==> config.mk <==
export PLATFORM = sky130hd
export DESIGN_NAME = ifm_skew_feeder_flat
export DESIGN_NICKNAME = d
export VERILOG_FILES = /design/src/rtl/ifm_skew_feeder_if.sv /design/src/rtl/ifm_skew_feeder.sv /design/src/flat_wrapper.sv
export SDC_FILE = /design/constraint.sdc
export NUM_CORES = 2
export LEC_CHECK = 0
export BUFFER_PORTS_ARGS = -buffer_cell sky130_fd_sc_hd__buf_2
export CAP_MARGIN = 20
export CORE_ASPECT_RATIO = 0.7
export CORE_UTILIZATION = 51
export DETAILED_ROUTE_END_ITERATION = 8
export GPL_TIMING_DRIVEN = 0
export PLACE_DENSITY_LB_ADDON = 0.2
export RECOVER_POWER = 50
export SETUP_SLACK_MARGIN = 0.02
export SLEW_MARGIN = 20
export SYNTH_ARGS = -nofsm -noshare
export SYNTH_HDL_FRONTEND = slang
export SYNTH_SLANG_ARGS = --single-unit
==> constraint.sdc <==
create_clock -name clk -period 4.17 [get_ports clk]
set_clock_uncertainty 0.15 [all_clocks]
set_input_delay 0.6255 -clock clk [delete_from_list [all_inputs] [get_ports clk]]
set_output_delay 0.6255 -clock clk [all_outputs]
set_load 0.05 [all_outputs]
==> src/rtl/ifm_skew_feeder_if.sv <==
// Input-vector valid/ready bundle for the row-side skew feeder.
// The producer drives the vector and hold length; the feeder answers with ready.
interface ifm_skew_feeder_if #(
    parameter int HEIGHT  = 16,
    parameter int IWIDTH  = 16,
    parameter int CYCLE_W = 8
);
    logic                          in_valid;
    logic                          in_ready;
    logic [CYCLE_W-1:0]            cfg_cycles;
    logic [HEIGHT-1:0][IWIDTH-1:0] in_ifm;

    modport master (
        output in_valid,
        output cfg_cycles,
        output in_ifm,
        input  in_ready
    );

    modport slave (
        input  in_valid,
        input  cfg_cycles,
        input  in_ifm,
        output in_ready
    );
endinterface

==> src/rtl/ifm_skew_feeder.sv <==
// Row-side feeder: holds one ifm vector for N MAC cycles and skews
// en/clr/done/ifm so row h lags row 0 by exactly h cycles.
module ifm_skew_feeder #(
    parameter int HEIGHT  = 16,
    parameter int IWIDTH  = 16,
    parameter int CYCLE_W = 8
) (
    input  logic                          clk,
    input  logic                          rst,
    ifm_skew_feeder_if.slave              in_if,
    output logic [HEIGHT-1:0][IWIDTH-1:0] ifm,
    output logic [HEIGHT-1:0]             en_i,
    output logic [HEIGHT-1:0]             clr_i,
    output logic [HEIGHT-1:0]             mac_done,
    output logic                          busy
);
    typedef enum logic {IDLE, HOLD} state_e;

    state_e                        state_q, state_d;
    logic [CYCLE_W-1:0]            rem_q, rem_d;
    logic [CYCLE_W-1:0]            n_eff;
    logic                          start_q;
    logic [HEIGHT-1:0][IWIDTH-1:0] word_q;
    logic                          ready;
    logic                          accept;
    logic                          en0, clr0, done0;
    logic [HEIGHT-1:0]             row_busy;

    assign ready          = (rem_q <= CYCLE_W'(1));
    assign in_if.in_ready = ready;
    assign accept         = in_if.in_valid & ready;
    assign n_eff          = (in_if.cfg_cycles == '0) ? CYCLE_W'(1)
                                                     : in_if.cfg_cycles;

    always_comb begin
        state_d = state_q;
        rem_d   = rem_q;
        unique case (state_q)
            IDLE: begin
                if (accept) begin
                    state_d = HOLD;
                    rem_d   = n_eff;
                end
            end
            HOLD: begin
                rem_d = rem_q - CYCLE_W'(1);
                if (accept) begin
                    rem_d = n_eff;
                end else if (rem_q == CYCLE_W'(1)) begin
                    state_d = IDLE;
                end
            end
            default: begin
                state_d = IDLE;
                rem_d   = '0;
            end
        endcase
    end

    always_ff @(posedge clk) begin
        if (rst) begin
            state_q <= IDLE;
            rem_q   <= '0;
            start_q <= 1'b0;
            word_q  <= '0;
        end else begin
            state_q <= state_d;
            rem_q   <= rem_d;
            start_q <= accept;
            if (accept) begin
                word_q <= in_if.in_ifm;
            end
        end
    end

    // Row 0 is the undelayed schedule; every other row taps a private delay line.
    assign en0   = (state_q == HOLD);
    assign clr0  = start_q;
    assign done0 = (state_q == HOLD) && (rem_q == CYCLE_W'(1));

    assign en_i[0]     = en0;
    assign clr_i[0]    = clr0;
    assign mac_done[0] = done0;
    assign ifm[0]      = word_q[0];
    assign row_busy[0] = en0;

    for (genvar h = 1; h < HEIGHT; h++) begin : g_row
        logic [h-1:0]             en_q;
        logic [h-1:0]             clr_q;
        logic [h-1:0]             done_q;
        logic [h-1:0][IWIDTH-1:0] wd_q;

        always_ff @(posedge clk) begin
            if (rst) begin
                en_q   <= '0;
                clr_q  <= '0;
                done_q <= '0;
                wd_q   <= '0;
            end else begin
                en_q[0]   <= en0;
                clr_q[0]  <= clr0;
                done_q[0] <= done0;
                wd_q[0]   <= word_q[h];
                for (int k = 1; k < h; k++) begin
                    en_q[k]   <= en_q[k-1];
                    clr_q[k]  <= clr_q[k-1];
                    done_q[k] <= done_q[k-1];
                    wd_q[k]   <= wd_q[k-1];
                end
            end
        end

        assign en_i[h]     = en_q[h-1];
        assign clr_i[h]    = clr_q[h-1];
        assign mac_done[h] = done_q[h-1];
        assign ifm[h]      = wd_q[h-1];
        assign row_busy[h] = |en_q;
    end

    assign busy = |row_busy;
endmodule

==> src/flat_wrapper.sv <==
// flat-port wrapper written by rule: the top's interface ports become plain ports
module ifm_skew_feeder_flat 
#(
    parameter int HEIGHT  = 16,
    parameter int IWIDTH  = 16,
    parameter int CYCLE_W = 8
)
  (clk, rst, ifm, en_i, clr_i, mac_done, busy, in_if_in_valid, in_if_cfg_cycles, in_if_in_ifm, in_if_in_ready);
  ifm_skew_feeder_if #(.HEIGHT(HEIGHT), .IWIDTH(IWIDTH), .CYCLE_W(CYCLE_W)) in_if_i ();
  input  logic clk;
  input  logic rst;
  output logic [HEIGHT-1:0][IWIDTH-1:0] ifm;
  output logic [HEIGHT-1:0] en_i;
  output logic [HEIGHT-1:0] clr_i;
  output logic [HEIGHT-1:0] mac_done;
  output logic busy;
  input wire logic [$bits(in_if_i.in_valid)-1:0] in_if_in_valid;
  input wire logic [$bits(in_if_i.cfg_cycles)-1:0] in_if_cfg_cycles;
  input wire logic [$bits(in_if_i.in_ifm)-1:0] in_if_in_ifm;
  output wire logic [$bits(in_if_i.in_ready)-1:0] in_if_in_ready;
  assign in_if_i.in_valid = in_if_in_valid;
  assign in_if_i.cfg_cycles = in_if_cfg_cycles;
  assign in_if_i.in_ifm = in_if_in_ifm;
  assign in_if_in_ready = in_if_i.in_ready;
  ifm_skew_feeder #(.HEIGHT(HEIGHT), .IWIDTH(IWIDTH), .CYCLE_W(CYCLE_W)) u_core (.clk(clk), .rst(rst), .in_if(in_if_i), .ifm(ifm), .en_i(en_i), .clr_i(clr_i), .mac_done(mac_done), .busy(busy));
endmodule
After elaboration in Yosys (flattened, before gate mapping)
Cells that the tools add are included.
- output and inout port bits: 306
- register bits after elaboration: 2546
- input bits: 267
- word-level logic and storage cells: 201
- magnitude comparators: 1
- mux-type cells: 8
- bitwise gates (word level): 2
- reductions and logical operators: 3
- add/subtract/negate cells: 1
- equal/unequal tests: 2
- operators by type and width (kind ; count):
    OR reduction 121 bit ; 1
    2-to-1 mux 8 bit ; 3
    case mux 8 bit (2 select lines) ; 1
    equality test 8 x 1 -> 1 bit, second input constant ; 1
    <= comparator 8 x 1 -> 1 bit, second input constant ; 1
    zero test 8 bit ; 1
    subtractor 8 x 1 -> 8 bit, second input constant ; 1
    2-to-1 mux 1 bit ; 3
    inequality test 2 x 1 -> 1 bit, second input constant ; 1
    case mux 1 bit (2 select lines) ; 1
    bitwise AND 1 bit ; 1
    logical AND 1 bit ; 1
    NOT 1 bit ; 1

Depth between registers and ports, before layout
- depth after elaboration: 4
- mapped depth: 8
- mapped depth without buffers: 6

Worst setup path before layout
No wires, ideal clock.
- kind: register -> output
- start point: reg u_core.rem_q[2]
- end point: out in_if_in_ready
- required time: 3394 ps
- path buffers: 0
- cell stages (with the launch flop): 4
- arrival time: 1638 ps
- path slack: 1756 ps
- cell sequence: dfxtp_1 -> or4_1 -> nor3_1 -> o21a_1
- longest elaborated chain between the ends: 1
- RTL lines (element ; RTL line ; RTL):
    start, declared ; ifm_skew_feeder.sv:20 ; logic [CYCLE_W-1:0] rem_q, rem_d;
    start signal, assigned ; ifm_skew_feeder.sv:68 ; rem_q <= rem_d;
    <= comparator 8 x 1 -> 1 bit ; ifm_skew_feeder.sv:29 ; assign ready = (rem_q <= CYCLE_W'(1));
    end, declared ; flat_wrapper.sv:20 ; output wire logic [$bits(in_if_i.in_ready)-1:0] in_if_in_ready;
Every way passes these cells.

Worst setup path after layout
- start point: in rst
- end point: reg u_core.g_row[15].done_q[1]
- RTL lines (element ; RTL line ; RTL):
    start, declared ; flat_wrapper.sv:11 ; input logic rst;
    end signal, assigned by index ; ifm_skew_feeder.sv:107 ; done_q[k] <= done_q[k-1];
    end, declared ; ifm_skew_feeder.sv:90 ; logic [h-1:0] done_q;
No word-level cell between the ends.

==> results.txt <==
----------------------------------------------------
[Logic synthesis]
  Yosys warnings ... 0
  Post-synthesis compound-gate area fraction ... 3.65%
  Synthesized instance count ... 5064
  Share of synthesized cell area in full adder, half adder and majority cells ... 0.0399%
  Combinational family with the most area after synthesis ... simple AND/OR/NAND/NOR gates
  Synth area leader ... sky130_fd_sc_hd__dfxtp_1
  Area contributors post-synth ... sky130_fd_sc_hd__dfxtp_1 71%, sky130_fd_sc_hd__nor2b_1 20%, sky130_fd_sc_hd__o22a_1 3.4%
  Yosys reg bits ... 2231
  Mean Syn Cell Area ... 12.4 µm²
  Post-Synth XOR/XNOR Area ... 0.0979%
  Post-synth ARST share ... 0%
  Ys flop type ... sky130_fd_sc_hd__dfxtp_1
  Top cell type's share of synthesized area ... 71.3%
  Proportion of synthesized area in mux cells ... 0%
  Number of enable flip-flop cells after synthesis ... 0
  Area share of and/or/nand/nor cells after synthesis ... 20.1%
  Post-Syn Nets ... 5333
  Summed instance area of the synthesized netlist ... 62600 µm²
  Fraction of the yosys area taken by sequential cells ... 71.3%
  Cell variety after synth ... 30

[Cells and area]
  Filler Cell Count ... 9569
  Leading cell types in the layout, fill and taps excluded ... 2231 x sky130_fd_sc_hd__dfxtp_1, 1964 x sky130_fd_sc_hd__nor2b_1, 472 x sky130_fd_sc_hd__buf_2, 396 x sky130_fd_sc_hd__clkbuf_1, 264 x sky130_fd_sc_hd__dlygate4sd3_1
  Share of layout cells above drive strength 1 ... 16.6%
  Layout Nets ... 6364
  Seq. cell area ... 44700 µm²
  Utilization of the core after routing ... 62.8%
  Area growth from synthesis to final layout ... 22.0%
  Area of the multi-input gates ... 15000 µm²
  Final instance area ... 76400 µm²
  Leading cell type in the layout, fill and taps excluded ... sky130_fd_sc_hd__dfxtp_1

[Die]
  Die Footprint ... 124000 µm²
  Die Height ... 295 µm
  Row count ... 107
  Area of the core region ... 122000 µm²
  Starting Density ... 51.5%
  Die X ... 421 µm
  Number of top-level pins ... 573

[Timing]
  Final Hold Slack ... 0.268 ns
  Unrepaired setup endpoints after global routing ... no
  Crit share post-route ... 86.0%
  Final Slew Violations ... 0
  Hold violation total from the final report ... 0
  Rel. slew slack ... 5.88%
  Achievable Freq ... 279 MHz
  Final Setup Violations ... 0
  Transition at the pin with the smallest max-transition slack ... 1.41 ns
  Minimum clock period after layout ... 3.59 ns

[Detailed routing]
  Antenna Nets Post-Route ... 0
  DR pass1 iterations ... 5
  DRT iter0 DRCs ... 1246
  DR WL/cell ... 15.4 µm
  Post-detailed-routing wire length ... 122000 µm
  Vias after detailed routing ... 34134
  DR DRC count ... 0
  Via/cell ratio ... 4.33

[Placement]
  Routability congestion estimate ... 0.831
  Count of buffers inserted at the top-level ports ... 571
  Placed inst area ... 67600 µm²
  Final HPWL from detailed placement ... 85100 µm

[Power and ir drop]
  Standby leakage power ... 31.7 nW
  Max IR drop VDD ... 0.375 mV
  Pwr per Cell Area ... 612 nW/µm²

[Setup path]
  Endpoint kind of the worst setup timing path ... register
  Top fanout value on the critical path ... 10
  Required time reported for the critical path endpoint ... 4.60 ns
  Crit path launch type ... input pin
  Critical path data arrival time ... 4.01 ns
  Worst Setup Path Type ... input pin to register

[Clock network]
  Number of buffers inserted during clock tree synthesis ... 192
  Clock latency on the worst-skew pair ... 0.79 ns
  Clock root buffer ... sky130_fd_sc_hd__clkbuf_16
  Reg clk slew, reported paths ... 0.07 ns
  # clock sinks ... 2231
  Number of instances resized during post-cts repair ... 0
  CTS tree ... done
  Depth of the CTS H-tree ... 4
  Maximum number of buffers from clock root to sink ... 3

[Min path]
  HP Class ... input pin to register

[Global routing]
  Vias in the first global route ... 32584
  Antenna violations before repair ... 18
  Global-route wire length before repair ... 182000 µm
  GR Util All Layers ... 19.4%
  Maximum number of pins on one net before global-route repair ... 18
  Global-route congestion overflow total ... 0

[Job]
  Max Cap Violations ... 0

[Outcome]
  Result of the run ... finished clean

----------------------------------------------------
-- what timing repair did --
action / 4_1_cts / 5_1_grt
hold buffers: 264 / 0
hold endpoints to repair: 264 / 0
setup buffers: 0 / 0
-- metrics by stage --
step / total power [mW] / setup slack [ns] / cells / TNS (ns)
4_1_cts: 47.2 / 0.633 / 7872 / 0
2_1_floorplan: 27.8 / 1.76 / 5064 / 0
6_report: 46.7 / 0.585 / 7880 / 0
3_3_place_gp: 29.2 / -0.219 / 7270 / -3.45
5_1_grt: 48.6 / 0.372 / 7875 / 0
3_5_place_dp: 29.3 / 0.316 / 7271 / 0
-- state kept, by name, summed over array words and instances, names as in the netlist --
signal,count
u_core.ifm,240
u_core.g_row.wd_q,1696
u_core.en0,1
u_core.g_row.done_q,15
u_core.word_q,240
u_core.rem_q,8
u_core.g_row.en_q,15
u_core.clr0,1
u_core.g_row.clr_q,15
-- synth_stat cells, types with 2 or more instances --
master	number
sky130_fd_sc_hd__dfxtp_1	2231
sky130_fd_sc_hd__nor2b_1	1964
sky130_fd_sc_hd__buf_4	260
sky130_fd_sc_hd__o22a_1	240
sky130_fd_sc_hd__clkbuf_1	220
sky130_fd_sc_hd__buf_2	36
sky130_fd_sc_hd__nand2_1	36
sky130_fd_sc_hd__a21oi_1	17
sky130_fd_sc_hd__nor2_1	9
sky130_fd_sc_hd__buf_1	8
sky130_fd_sc_hd__a211oi_1	7
sky130_fd_sc_hd__nor4_1	6
sky130_fd_sc_hd__xnor2_1	6
sky130_fd_sc_hd__nor3_1	3
sky130_fd_sc_hd__and3_1	2
sky130_fd_sc_hd__buf_6	2
sky130_fd_sc_hd__ha_1	2
sky130_fd_sc_hd__inv_1	2
sky130_fd_sc_hd__or4_1	2
-- report_power, final --
group | switching, mW | total [mW] | internal, mW
logic | 2.89 | 5.08 | 2.19
registers | 0.500 | 24.0 | 23.5
clock network | 7.46 | 17.7 | 10.2
-- layout make-up --
type	instances	area share, %
Clock inverter	49	0.778
Timing Repair Buffer	837	6.99
Clock buffer	288	7.56
Buffer	526	3.94
Multi-Input combinational cell	2305	19.6
Inverter	2	0.00982
Antenna cell	7	0.0229
Sequential cell	2231	58.4
Tap cell	1635	2.68
-- path summary, 6_finish.rpt --
path | startpoint | end | slack [ns] | cells after the start
hold / removal | in_if_in_valid | u_core.ifm[3]$_SDFFE_PP0P_ | 0.27 | 5
setup / recovery | rst | u_core.g_row[15].done_q[1]$_SDFF_PP0_ | 0.58 | 5
hold reg to reg | u_core.g_row[10].wd_q[68]$_SDFF_PP0_ | u_core.g_row[10].wd_q[84]$_SDFF_PP0_ | 0.27 | 1
setup reg to reg | u_core.rem_q[0]$_SDFFE_PP0P_ | u_core.rem_q[1]$_SDFFE_PP0P_ | 1.57 | 7
-- logic make-up after synthesis --
kind of cell | after synthesis
simple gates | 2027
flops | 2231
compound gates | 269
buf+inv | 528
fa+ha+maj | 2
xor+xnor | 7
-- worst max-delay path, stage by stage --
cell and delay [ns]:
sky130_fd_sc_hd__clkbuf_1 0.71, sky130_fd_sc_hd__clkbuf_1 0.89, sky130_fd_sc_hd__clkbuf_1 0.69, sky130_fd_sc_hd__clkbuf_1 0.77, sky130_fd_sc_hd__nor2b_1 0.30
-- metal layers --
metal  vias up  global-route usage, %  wire length (µm)  part of all wire [%]
met1     15683                   24.5             53700                    44
met4        18                   9.11              4620                   3.8
met3       237                   4.09              6020                   4.9
li1      17587                      -                 -                     -
met2       609                   31.9             57300                    47
met5         -                      0               111                 0.091
Note: power is estimated with default switching activity, not from simulation.
